`src/rtl/mips_pkg.sv`:
```
// Shared MIPS fetch-side constants: opcodes, sequencer states, default vectors.
package mips_pkg;

  localparam logic [5:0] OP_RTYPE = 6'h00;
  localparam logic [5:0] OP_J     = 6'h02;
  localparam logic [5:0] OP_JAL   = 6'h03;
  localparam logic [5:0] OP_BEQ   = 6'h04;
  localparam logic [5:0] OP_BNE   = 6'h05;
  localparam logic [5:0] FUNCT_JR = 6'h08;

  localparam logic [31:0] DEF_RESET_VEC = 32'h0040_0000;
  localparam logic [31:0] DEF_EXC_VEC   = 32'h8000_0180;

  typedef enum logic {
    RUN  = 1'b0,
    HALT = 1'b1
  } seq_state_e;

endpackage

```
`src/rtl/pc_target_calc.sv`:
```
// Combinational next-PC select for J/JAL, BEQ/BNE, JR and sequential flow.
// Zero latency, no flow control; caller decides whether the result is taken.
module pc_target_calc
  import mips_pkg::*;
#(
  parameter int ADDR_W = 32
) (
  input  logic [ADDR_W-1:0] pc_i,
  input  logic [31:0]       inst_i,
  input  logic              regs_equal_i,
  input  logic [ADDR_W-1:0] jr_target_i,
  output logic [ADDR_W-1:0] next_pc_o,
  output logic              is_jal_o,
  output logic              jr_misaligned_o
);

  logic [5:0]        opcode;
  logic [5:0]        funct;
  logic [ADDR_W-1:0] pc_plus4;
  logic [ADDR_W-1:0] jump_tgt;
  logic [ADDR_W-1:0] br_off;
  logic [ADDR_W-1:0] br_tgt;
  logic              is_jr;

  assign opcode   = inst_i[31:26];
  assign funct    = inst_i[5:0];
  assign pc_plus4 = pc_i + ADDR_W'(4);

  // Jump region comes from the incremented PC, so a J in the last slot of a region lands in the next one.
  assign jump_tgt = {pc_plus4[ADDR_W-1:28], inst_i[25:0], 2'b00};
  assign br_off   = {{(ADDR_W-18){inst_i[15]}}, inst_i[15:0], 2'b00};
  assign br_tgt   = pc_plus4 + br_off;

  assign is_jr           = (opcode == OP_RTYPE) && (funct == FUNCT_JR);
  assign is_jal_o        = (opcode == OP_JAL);
  assign jr_misaligned_o = is_jr && (jr_target_i[1:0] != 2'b00);

  always_comb begin
    next_pc_o = pc_plus4;
    case (opcode)
      OP_J, OP_JAL: next_pc_o = jump_tgt;
      OP_BEQ:       if (regs_equal_i)  next_pc_o = br_tgt;
      OP_BNE:       if (!regs_equal_i) next_pc_o = br_tgt;
      OP_RTYPE:     if (is_jr)         next_pc_o = jr_target_i;
      default:      next_pc_o = pc_plus4;
    endcase
  end

endmodule

```
`src/rtl/pc_sequencer.sv`:
```
// Program-counter unit: RUN/HALT FSM, PC, EPC and saturating retire counter.
// Redirects take effect one clock after acceptance; stall holds all state.
module pc_sequencer
  import mips_pkg::*;
#(
  parameter int          ADDR_W    = 32,
  parameter logic [31:0] RESET_VEC = DEF_RESET_VEC,
  parameter logic [31:0] EXC_VEC   = DEF_EXC_VEC,
  parameter int          CNT_W     = 16
) (
  input  logic              clock,
  input  logic              reset,
  input  logic              stall,
  input  logic              inst_valid,
  input  logic [31:0]       inst,
  input  logic              regs_equal,
  input  logic [ADDR_W-1:0] jr_target,
  output logic [ADDR_W-1:0] pc,
  output logic [ADDR_W-1:0] pc_plus4,
  output logic [ADDR_W-1:0] link_addr,
  output logic              is_jal,
  output logic              halted,
  output logic              exc_pulse,
  output logic [ADDR_W-1:0] epc,
  output logic [CNT_W-1:0]  retired
);

  localparam logic [ADDR_W-1:0] RST_PC = RESET_VEC[ADDR_W-1:0];
  localparam logic [ADDR_W-1:0] EXC_PC = EXC_VEC[ADDR_W-1:0];

  seq_state_e        state_q, state_d;
  logic [ADDR_W-1:0] pc_q, pc_d;
  logic [ADDR_W-1:0] epc_q, epc_d;
  logic              exc_q, exc_d;
  logic [CNT_W-1:0]  retired_q, retired_d;

  logic [ADDR_W-1:0] next_pc;
  logic              jr_misaligned;
  logic              fetch_ok;
  logic              accept;
  logic              halt_req;

  pc_target_calc #(
    .ADDR_W(ADDR_W)
  ) u_target (
    .pc_i           (pc_q),
    .inst_i         (inst),
    .regs_equal_i   (regs_equal),
    .jr_target_i    (jr_target),
    .next_pc_o      (next_pc),
    .is_jal_o       (is_jal),
    .jr_misaligned_o(jr_misaligned)
  );

  // Stall masks both halt detection and the exception path.
  assign fetch_ok = (state_q == RUN) && !stall && inst_valid;
  assign accept   = fetch_ok && (inst != 32'd0);
  assign halt_req = fetch_ok && (inst == 32'd0);

  always_comb begin
    state_d   = state_q;
    pc_d      = pc_q;
    epc_d     = epc_q;
    exc_d     = 1'b0;
    retired_d = retired_q;

    if (halt_req) begin
      state_d = HALT;
    end

    if (accept) begin
      if (retired_q != {CNT_W{1'b1}}) begin
        retired_d = retired_q + CNT_W'(1);
      end
      if (jr_misaligned) begin
        pc_d  = EXC_PC;
        epc_d = pc_q;
        exc_d = 1'b1;
      end else begin
        pc_d = next_pc;
      end
    end
  end

  always_ff @(posedge clock) begin
    if (reset) begin
      state_q   <= RUN;
      pc_q      <= RST_PC;
      epc_q     <= '0;
      exc_q     <= 1'b0;
      retired_q <= '0;
    end else begin
      state_q   <= state_d;
      pc_q      <= pc_d;
      epc_q     <= epc_d;
      exc_q     <= exc_d;
      retired_q <= retired_d;
    end
  end

  assign pc        = pc_q;
  assign pc_plus4  = pc_q + ADDR_W'(4);
  assign link_addr = pc_q + ADDR_W'(8);
  assign halted    = (state_q == HALT);
  assign exc_pulse = exc_q;
  assign epc       = epc_q;
  assign retired   = retired_q;

endmodule
```
`config.mk`:
```
export PLATFORM = sky130hd
export DESIGN_NAME = pc_sequencer
export DESIGN_NICKNAME = d
export VERILOG_FILES = /design/src/rtl/mips_pkg.sv /design/src/rtl/pc_target_calc.sv /design/src/rtl/pc_sequencer.sv
export SDC_FILE = /design/constraint.sdc
export NUM_CORES = 1
export LEC_CHECK = 0
export BUFFER_PORTS_ARGS = -buffer_cell sky130_fd_sc_hd__buf_2
export CAP_MARGIN = 20
export CORE_MARGIN = 3
export CORE_UTILIZATION = 57
export CTS_CLUSTER_SIZE = 20
export DETAILED_ROUTE_END_ITERATION = 10
export GPL_TIMING_DRIVEN = 0
export PLACE_DENSITY = 0.88
export SLEW_MARGIN = 20
export SYNTH_ARGS = -nofsm -noshare
export SYNTH_HDL_FRONTEND = slang
export SYNTH_SLANG_ARGS = --single-unit
```
`constraint.sdc`:
```
create_clock -name clock -period 5.8 [get_ports clock]
set_input_delay 0.58 -clock clock [delete_from_list [all_inputs] [get_ports clock]]
set_output_delay 0.58 -clock clock [all_outputs]
set_load 0.02 [all_outputs]
```
==> out/metrics.yaml, run 1 <==
final_layout:
  syn2layout_area_growth_pct: 22.78
  antenna_cells: 0
  fillers: 969
  seq_area_um2: 1642
  multi_input_area_um2: 4806
  drive_gt1_share_pct: 22.97
  final_nets: 1282
logic_synthesis:
  syn_nets: 1056
  syn_area_um2: 6882
  synth_seq_cells: 82
  yosys.cell_count.top_type: "nand2_1"
  yosys-top-cells-count: "nand2_1, a21oi_1, dfxtp_1"
  synth.distinct_cells: 66
  ys_top_cells_by_area: "dfxtp_1, nand2_1, xnor2_1, ha_1, a21oi_1"
  synth.top_cell.area_share_pct: 23.85
  syn_inst: 949
  yosys_warnings: 0
  avgSynthCellArea_um2: 7.251
  synth_ff_type: "dfxtp_1"
  synthArstFlopShare_pct: 0
  yosysSeqAreaShare_pct: 23.85
  synth_edf_count: 0
  yosys.area.top_type: "dfxtp_1"
timing:
  hold_viol: 0
  tightestPinTransition_ns: 1.002
  rsz0062_at_grt: "no"
  finClkSkew_ns: 0.01127
  finalSetupViolations: 0
  min_period_ns: 5.126
  min_period_over_period_pct: 88.37
  fin_tns_setup_ns: 0
  slew_viol_final: 0
  setup_ws_ns: 0.6743
  max_slew_margin_pct: 32.66
  max_clock_freq_mhz: 195.1
hold_path:
  hold_end: "epc[27]"
  whs_path_depth: 2
  worstHoldStart: "epc[27]"
  hp-class: "register to register"
clock_tree:
  cts_resized: 0
  cts.clk_slew.worst_paths_ns: 0.07
  clock_latency_ns: 0.35
  cts_sinks: 82
  clock-root-buffer: "clkbuf_16"
  cts_tree: "done"
  htreeDepth: 3
  hold_buffers: 0
  postCtsSetupBuffers: 0
  cts_made_buffers: 9
  max-clock-path-buffers: 2
global_route:
  grt_antenna_before_repair: 1
  grt_max_degree: 23
  grt_pass1_wl_um: 42640
  grt_overflow: 0
  grt_pass1_vias: 7916
  track_usage_pct: 41.02
placement:
  port_buffers: 214
  dp_hpwl_um: 22140
  place_ws_ns: 0.8469
  place_congestion: 1.033
floorplanning:
  dieWidth_um: 115.9
  rows: 39
  chipHeight_um: 115.9
  start_util_pct: 59.25
  ios: 216
  core_um2: 11610
  die_area_um2: 13430
detailed_routing:
  drc_errors: 0
  wire_per_inst_um: 21.29
  drt_first_pass_iters: 8
  initialDrtViolationCount: 1400
  final_antenna_net_count: 0
  totalWireLength_um: 28160
  via_per_inst: 6.488
  via_count: 8584
power_and_ir_drop:
  seq_power_share_pct: 40.2
  power.switching_mw: 0.4370
  p_comb_share_pct: 17.3
  ir_drop_mv: 0.1337
  intPower_mw: 0.9949
  p_clk_share_pct: 42.5
  p_sw_share_pct: 30.52
  p_leak_nw: 3.858
  p_per_area_nw_per_um2: 169.5
run_status:
  status: "completed"
setup_path:
  reg2reg_depth: 15
  arrival_ns: 5.42
  reg2reg_from: "pc[3]"
  cp_max_fo: 10
  path_class: "register to register"
  worstReg2RegEnd: "pc[31]"
  reg2reg_slack_ns: 0.67
  crit_required_ns: 6.10
  startpoint_type: "register"
  endpoint_kind: "register"
job:
  cap_violations: 0
## metal layers
metal	track usage, %	vias to the layer above	part of all wire [%]
met5	0	-	0
met3	9.295	132	14
met1	52.85	3879	37
met2	65.21	684	44
li1	-	3889	-
met4	19.18	0	5.6
## flip-flops by register name, indices dropped and copies added (netlist names)
signal and flops:
retired 16, halted 1, epc 32, pc 32
exc_pulse 1
## worst max-delay path by stage
| stage | from | endpoint | slack (ns) | cells past startpoint |
|---|---|---|---|---|
| 2_1_floorplan | pc[3] | pc[26] | 1.53 | 15 |
| 3_3_place_gp | pc[3] | pc[31] | 0.88 | 15 |
| 3_5_place_dp | pc[3] | pc[31] | 0.85 | 15 |
| 4_1_cts | pc[3] | pc[31] | 0.81 | 15 |
| 5_1_grt | pc[3] | pc[31] | 0.31 | 15 |
| 6_report | pc[3] | pc[31] | 0.67 | 15 |
## final cells by class
| class | instances | share of cell area, % |
|---|---|---|
| multi-input combinational | 766 | 56.88 |
| sequential | 82 | 19.43 |
| timing repair buffer | 215 | 12.76 |
| buffer | 74 | 3.998 |
| clock buffer | 9 | 2.665 |
| tap | 143 | 2.118 |
| inverter | 27 | 1.199 |
| clock inverter | 7 | 0.9477 |
## critical path, stage by stage, from the launching register on
cell	delay, ns
dfxtp_1	0.54
ha_1	0.21
clkbuf_1	0.37
nand4_2	0.32
nor4_1	0.77
nand2_1	0.15
xnor2_1	0.47
ha_1	0.33
clkbuf_1	0.21
a21o_1	0.21
a21oi_1	0.24
nand2_1	0.08
nor3_1	0.42
o31ai_1	0.17
a2111oi_0	0.40
o31a_1	0.17
## through the flow
step | util (%) | total power [mW] | cells | hold WS (ns) | cell area, µm²
after floorplan | - | 0.7334 | 949 | 0.5333 | 6882
after global placement | 70.02 | 0.8263 | 1306 | 0.4396 | 8132
after detailed placement | 70.13 | 0.8263 | 1307 | 0.4434 | 8144
after CTS | 72.75 | 1.415 | 1323 | 0.4521 | 8449
after global routing | 72.75 | 1.464 | 1323 | 0.4726 | 8449
final | 72.75 | 1.432 | 1323 | 0.4532 | 8449
## power groups by stage
| stage | clock network, mW | logic, mW | registers, mW |
|---|---|---|---|
| 6_report | 0.609 | 0.248 | 0.575 |
| 5_1_grt | 0.622 | 0.266 | 0.575 |
| 4_1_cts | 0.600 | 0.240 | 0.575 |
| 3_5_place_dp | 0 | 0.239 | 0.588 |
| 3_3_place_gp | 0 | 0.239 | 0.588 |
| 2_1_floorplan | 0 | 0.143 | 0.591 |
## cells in the final DEF (no fill, tap or decap), drive strengths merged, types with 4 or more instances in the layout
master / count
buf: 243
nand2: 153
a21oi: 92
dfxtp: 82
nor2: 73
clkbuf: 55
xnor2: 54
ha: 37
o21ai: 34
nand3: 31
xor2: 31
inv: 31
nand4: 27
nor3: 17
a21o: 16
a222oi: 15
and2: 14
nor4: 12
and3: 11
a22oi: 11
a211oi: 10
a31oi: 9
a221oi: 9
or3: 9
o211ai: 8
o21bai: 7
nor3b: 7
and4: 6
nand2b: 6
o31ai: 6
a311oi: 6
nand3b: 4
a22o: 4
mux2i: 4
or4: 4
## cell families (layout without fill, tap and decap cells)
family,Yosys count,count (layout),share of synthesized area [%]
and+or+nand+nor,382,382,26.62
muxes,4,4,0.5818
DFF,82,82,23.85
AOI/OAI and AO/OA,257,257,24.73
xor gates and xnor gates,85,85,10.82
adders and majority gates,38,38,7.018
buffers and inverters,101,332,6.382
(Power assumes the default switching activity.)
==> run 2: changes to the inputs <==
--- a/config.mk
+++ b/config.mk
@@ -8,7 +8,7 @@
 export BUFFER_PORTS_ARGS = -buffer_cell sky130_fd_sc_hd__buf_2
 export CAP_MARGIN = 20
 export CORE_MARGIN = 3
-export CORE_UTILIZATION = 57
+export CORE_UTILIZATION = 58
 export CTS_CLUSTER_SIZE = 20
 export DETAILED_ROUTE_END_ITERATION = 10
 export GPL_TIMING_DRIVEN = 0
@@ -16,4 +16,5 @@
 export SLEW_MARGIN = 20
 export SYNTH_ARGS = -nofsm -noshare
 export SYNTH_HDL_FRONTEND = slang
+export SYNTH_HIERARCHICAL = 1
 export SYNTH_SLANG_ARGS = --single-unit
==> out/metrics.yaml, run 2 <==
logic_synthesis:
  yosys.area.top_type: "dfxtp_1"
  synthAdderAreaFrac_pct: 6.687  # -0.33 points
  synth_seq_cells: 82  # unchanged
  synth_top_family_by_area: "simple AND/OR/NAND/NOR gates"
  syn_inst: 972  # +2.4%
  synthMuxAreaShare_pct: 4.374  # +3.8 points
  yosys-top-cells-count: "nand2_1, dfxtp_1, a21oi_1"
  synth_edf_count: 0  # unchanged
  yosys_warnings: 6  # +6
  avgSynthCellArea_um2: 7.623  # +5.1%
  synth.top_cell.area_share_pct: 22.15  # -1.7 points
  ys_top_cells_by_area: "dfxtp_1, xnor2_1, ha_1, xor2_1, nand2_1"
  yosysSeqAreaShare_pct: 22.15  # -1.7 points
  synthArstFlopShare_pct: 0  # unchanged
  synth_xor_area_share_pct: 13.00  # +2.2 points
  synthSimpleGateAreaFrac_pct: 28.62  # +2.0 points
  syn_nets: 1080  # +2.3%
  yosys.cell_count.top_type: "nand2_1"
  synth-compound-area-share_pct: 18.30  # -6.4 points
  syn_area_um2: 7410  # +7.7%
  synth.distinct_cells: 72  # +9.1%
  synth_ff_type: "dfxtp_1"
floorplanning:
  rows: 40  # +2.6%
  chipHeight_um: 119.0  # +2.7%
  die_area_um2: 14170  # +5.5%
  start_util_pct: 60.43  # +1.2 points
  dieWidth_um: 119.0  # +2.7%
  core_um2: 12260  # +5.6%
  ios: 216  # unchanged
detailed_routing:
  initialDrtViolationCount: 946  # -32%
  drt_first_pass_iters: 5  # -3
  drc_errors: 0  # unchanged
  via_per_inst: 6.142  # -5.3%
  final_antenna_net_count: 0  # unchanged
  totalWireLength_um: 25440  # -9.7%
  via_count: 8421  # -1.9%
  wire_per_inst_um: 18.56  # -13%
timing:
  fin_tns_setup_ns: 0  # unchanged
  tightestPinTransition_ns: 1.109  # +0.1076 ns
  rsz0062_at_grt: "no"
  hold_slack_ns: 0.4574  # +0.004189 ns
  setup_ws_ns: 1.156  # +0.4821 ns
  finalSetupViolations: 0  # unchanged
  min_period_over_period_pct: 80.06  # -8.3 points
  slew_viol_final: 0  # unchanged
  hold_viol: 0  # unchanged
  max_slew_margin_pct: 25.43  # -7.2 points
  max_clock_freq_mhz: 215.4  # +10%
  finClkSkew_ns: 0.006370  # -0.004898 ns
  min_period_ns: 4.644  # -0.4821 ns
power_and_ir_drop:
  p_total_mw: 1.463  # +2.1%
  ir_drop_mv: 0.1590  # +19%
  p_per_area_nw_per_um2: 161.8  # -4.5%
  p_leak_nw: 4.402  # +14%
placement:
  dp_hpwl_um: 19760  # -11%
  place_ws_ns: 1.271  # +0.4246 ns
  place_congestion: 0.9989  # -3.3%
  port_buffers: 215  # +0.47%
final_layout:
  final_cell_mix: "buf_2, nand2_1, dfxtp_1"
  fin_util_pct: 73.73  # +0.98 points
  antenna_cells: 0  # unchanged
  final_common_cell: "buf_2"
  final_nets: 1306  # +1.9%
  syn2layout_area_growth_pct: 22.02
  drive_gt1_share_pct: 24.44  # +1.5 points
global_route:
  track_usage_pct: 34.32  # -6.7 points
  grt_pass1_vias: 7903  # -0.16%
  grt_antenna_before_repair: 0  # -1
  grt_overflow: 0  # unchanged
  grt_max_degree: 20  # -13%
  grt_pass1_wl_um: 39750  # -6.8%
setup_path:
  crit_required_ns: 6.01  # -0.09 ns
  path_class: "register to register"
  endpoint_kind: "register"
  reg2reg_from: "pc[2]"
  endpoint: "pc[31]"
  startpoint_type: "register"
  reg2reg_depth: 19  # +4
  worstReg2RegEnd: "pc[31]"
  reg2reg_slack_ns: 1.16  # +0.48 ns
  setup.worst_path.start: "pc[2]"
  arrival_ns: 4.85  # -0.57 ns
  cp_max_fo: 11  # +1
clock_tree:
  cts_made_buffers: 9  # unchanged
  postCtsSetupBuffers: 0  # unchanged
  hold_buffers: 0  # unchanged
  max-clock-path-buffers: 2  # unchanged
  htreeDepth: 3  # unchanged
  clock-root-buffer: "clkbuf_16"
  cts_tree: "done"
  clock_latency_ns: 0.35  # about the same
  cts_resized: 0  # unchanged
  cts.clk_slew.worst_paths_ns: 0.06  # about the same
  cts_sinks: 82  # unchanged
run_status:
  status: "completed"
job:
  cap_violations: 0  # unchanged
hold_path:
  hp-class: "register to register"
  whs_path_depth: 2  # unchanged
[run 2: cell count changes in the layout (fill, tap and decap cells not counted), sizes merged, moves of 13 or more]
cell    delta
nand2     -52
mux2i     +25
nand3b    +25
xor2      +19
a21oi     -16
a222oi    -15
nand2b    +13
[run 2: per-layer routing]
layer  GRT usage [%]  vias up  routed length (µm)
li1                -     3911                   -
met3           7.740       77                2417
met2           57.40      488               12250
met5               0        -                   0
met4           13.32        0                 838
met1           42.85     3945                9935
[run 2: critical path, stage by stage, from the launching register on]
cell and delay (ns):
dfxtp_1 0.63, ha_1 0.30, and4_1 0.26, nor3b_2 0.30
nand2b_1 0.21, inv_1 0.09, nand2_1 0.06, xor2_1 0.23
inv_1 0.10, ha_1 0.31, a21oi_1 0.18, o21ai_0 0.14
a211o_1 0.29, a41oi_1 0.37, a31oi_4 0.18, a311oi_2 0.33
xnor2_1 0.15, o21ai_1 0.09, nor3_1 0.22, nor3_1 0.07
[run 2: stage by stage]
stage	cell area, µm²	instances
after floorplan	7410	972
after global placement	8696	1355
after detailed placement	8696	1355
after CTS	9041	1371
after global routing	9041	1371
final	9041	1371
[run 2: kinds of logic after synthesis]
group,count (synthesis)
AO/OA/AOI/OAI,210
buffers and inverters,103
flip-flops,82
multiplexers,32
adder cells (fa/ha/maj),39
AND/OR/NAND/NOR,396
XOR/XNOR,110
[run 2: cell type report]
class,count,area (µm²)
inverter,34,127.6
sequential,82,1642
buffer,69,380.4
multi-input combinational,787,5260
clock buffer,12,246.5
clock inverter,4,98.84
fill,959,3221
timing repair buffer,215,1076
tap,168,210.2
[run 2: worst min path at each step]
stage               to  slack (ns)    start
2_1_floorplan   epc[0]        0.53   epc[0]
3_3_place_gp    epc[0]        0.44   epc[0]
3_5_place_dp   epc[31]        0.45  epc[31]
4_1_cts        epc[31]        0.46  epc[31]
5_1_grt        epc[31]        0.48  epc[31]
6_report       epc[31]        0.46  epc[31]
[run 2: where the power goes]
part	internal, mW	switching [mW]
clock network	0.433	0.229
logic	0.0825	0.140
registers	0.568	0.0102
total	1.08	0.379
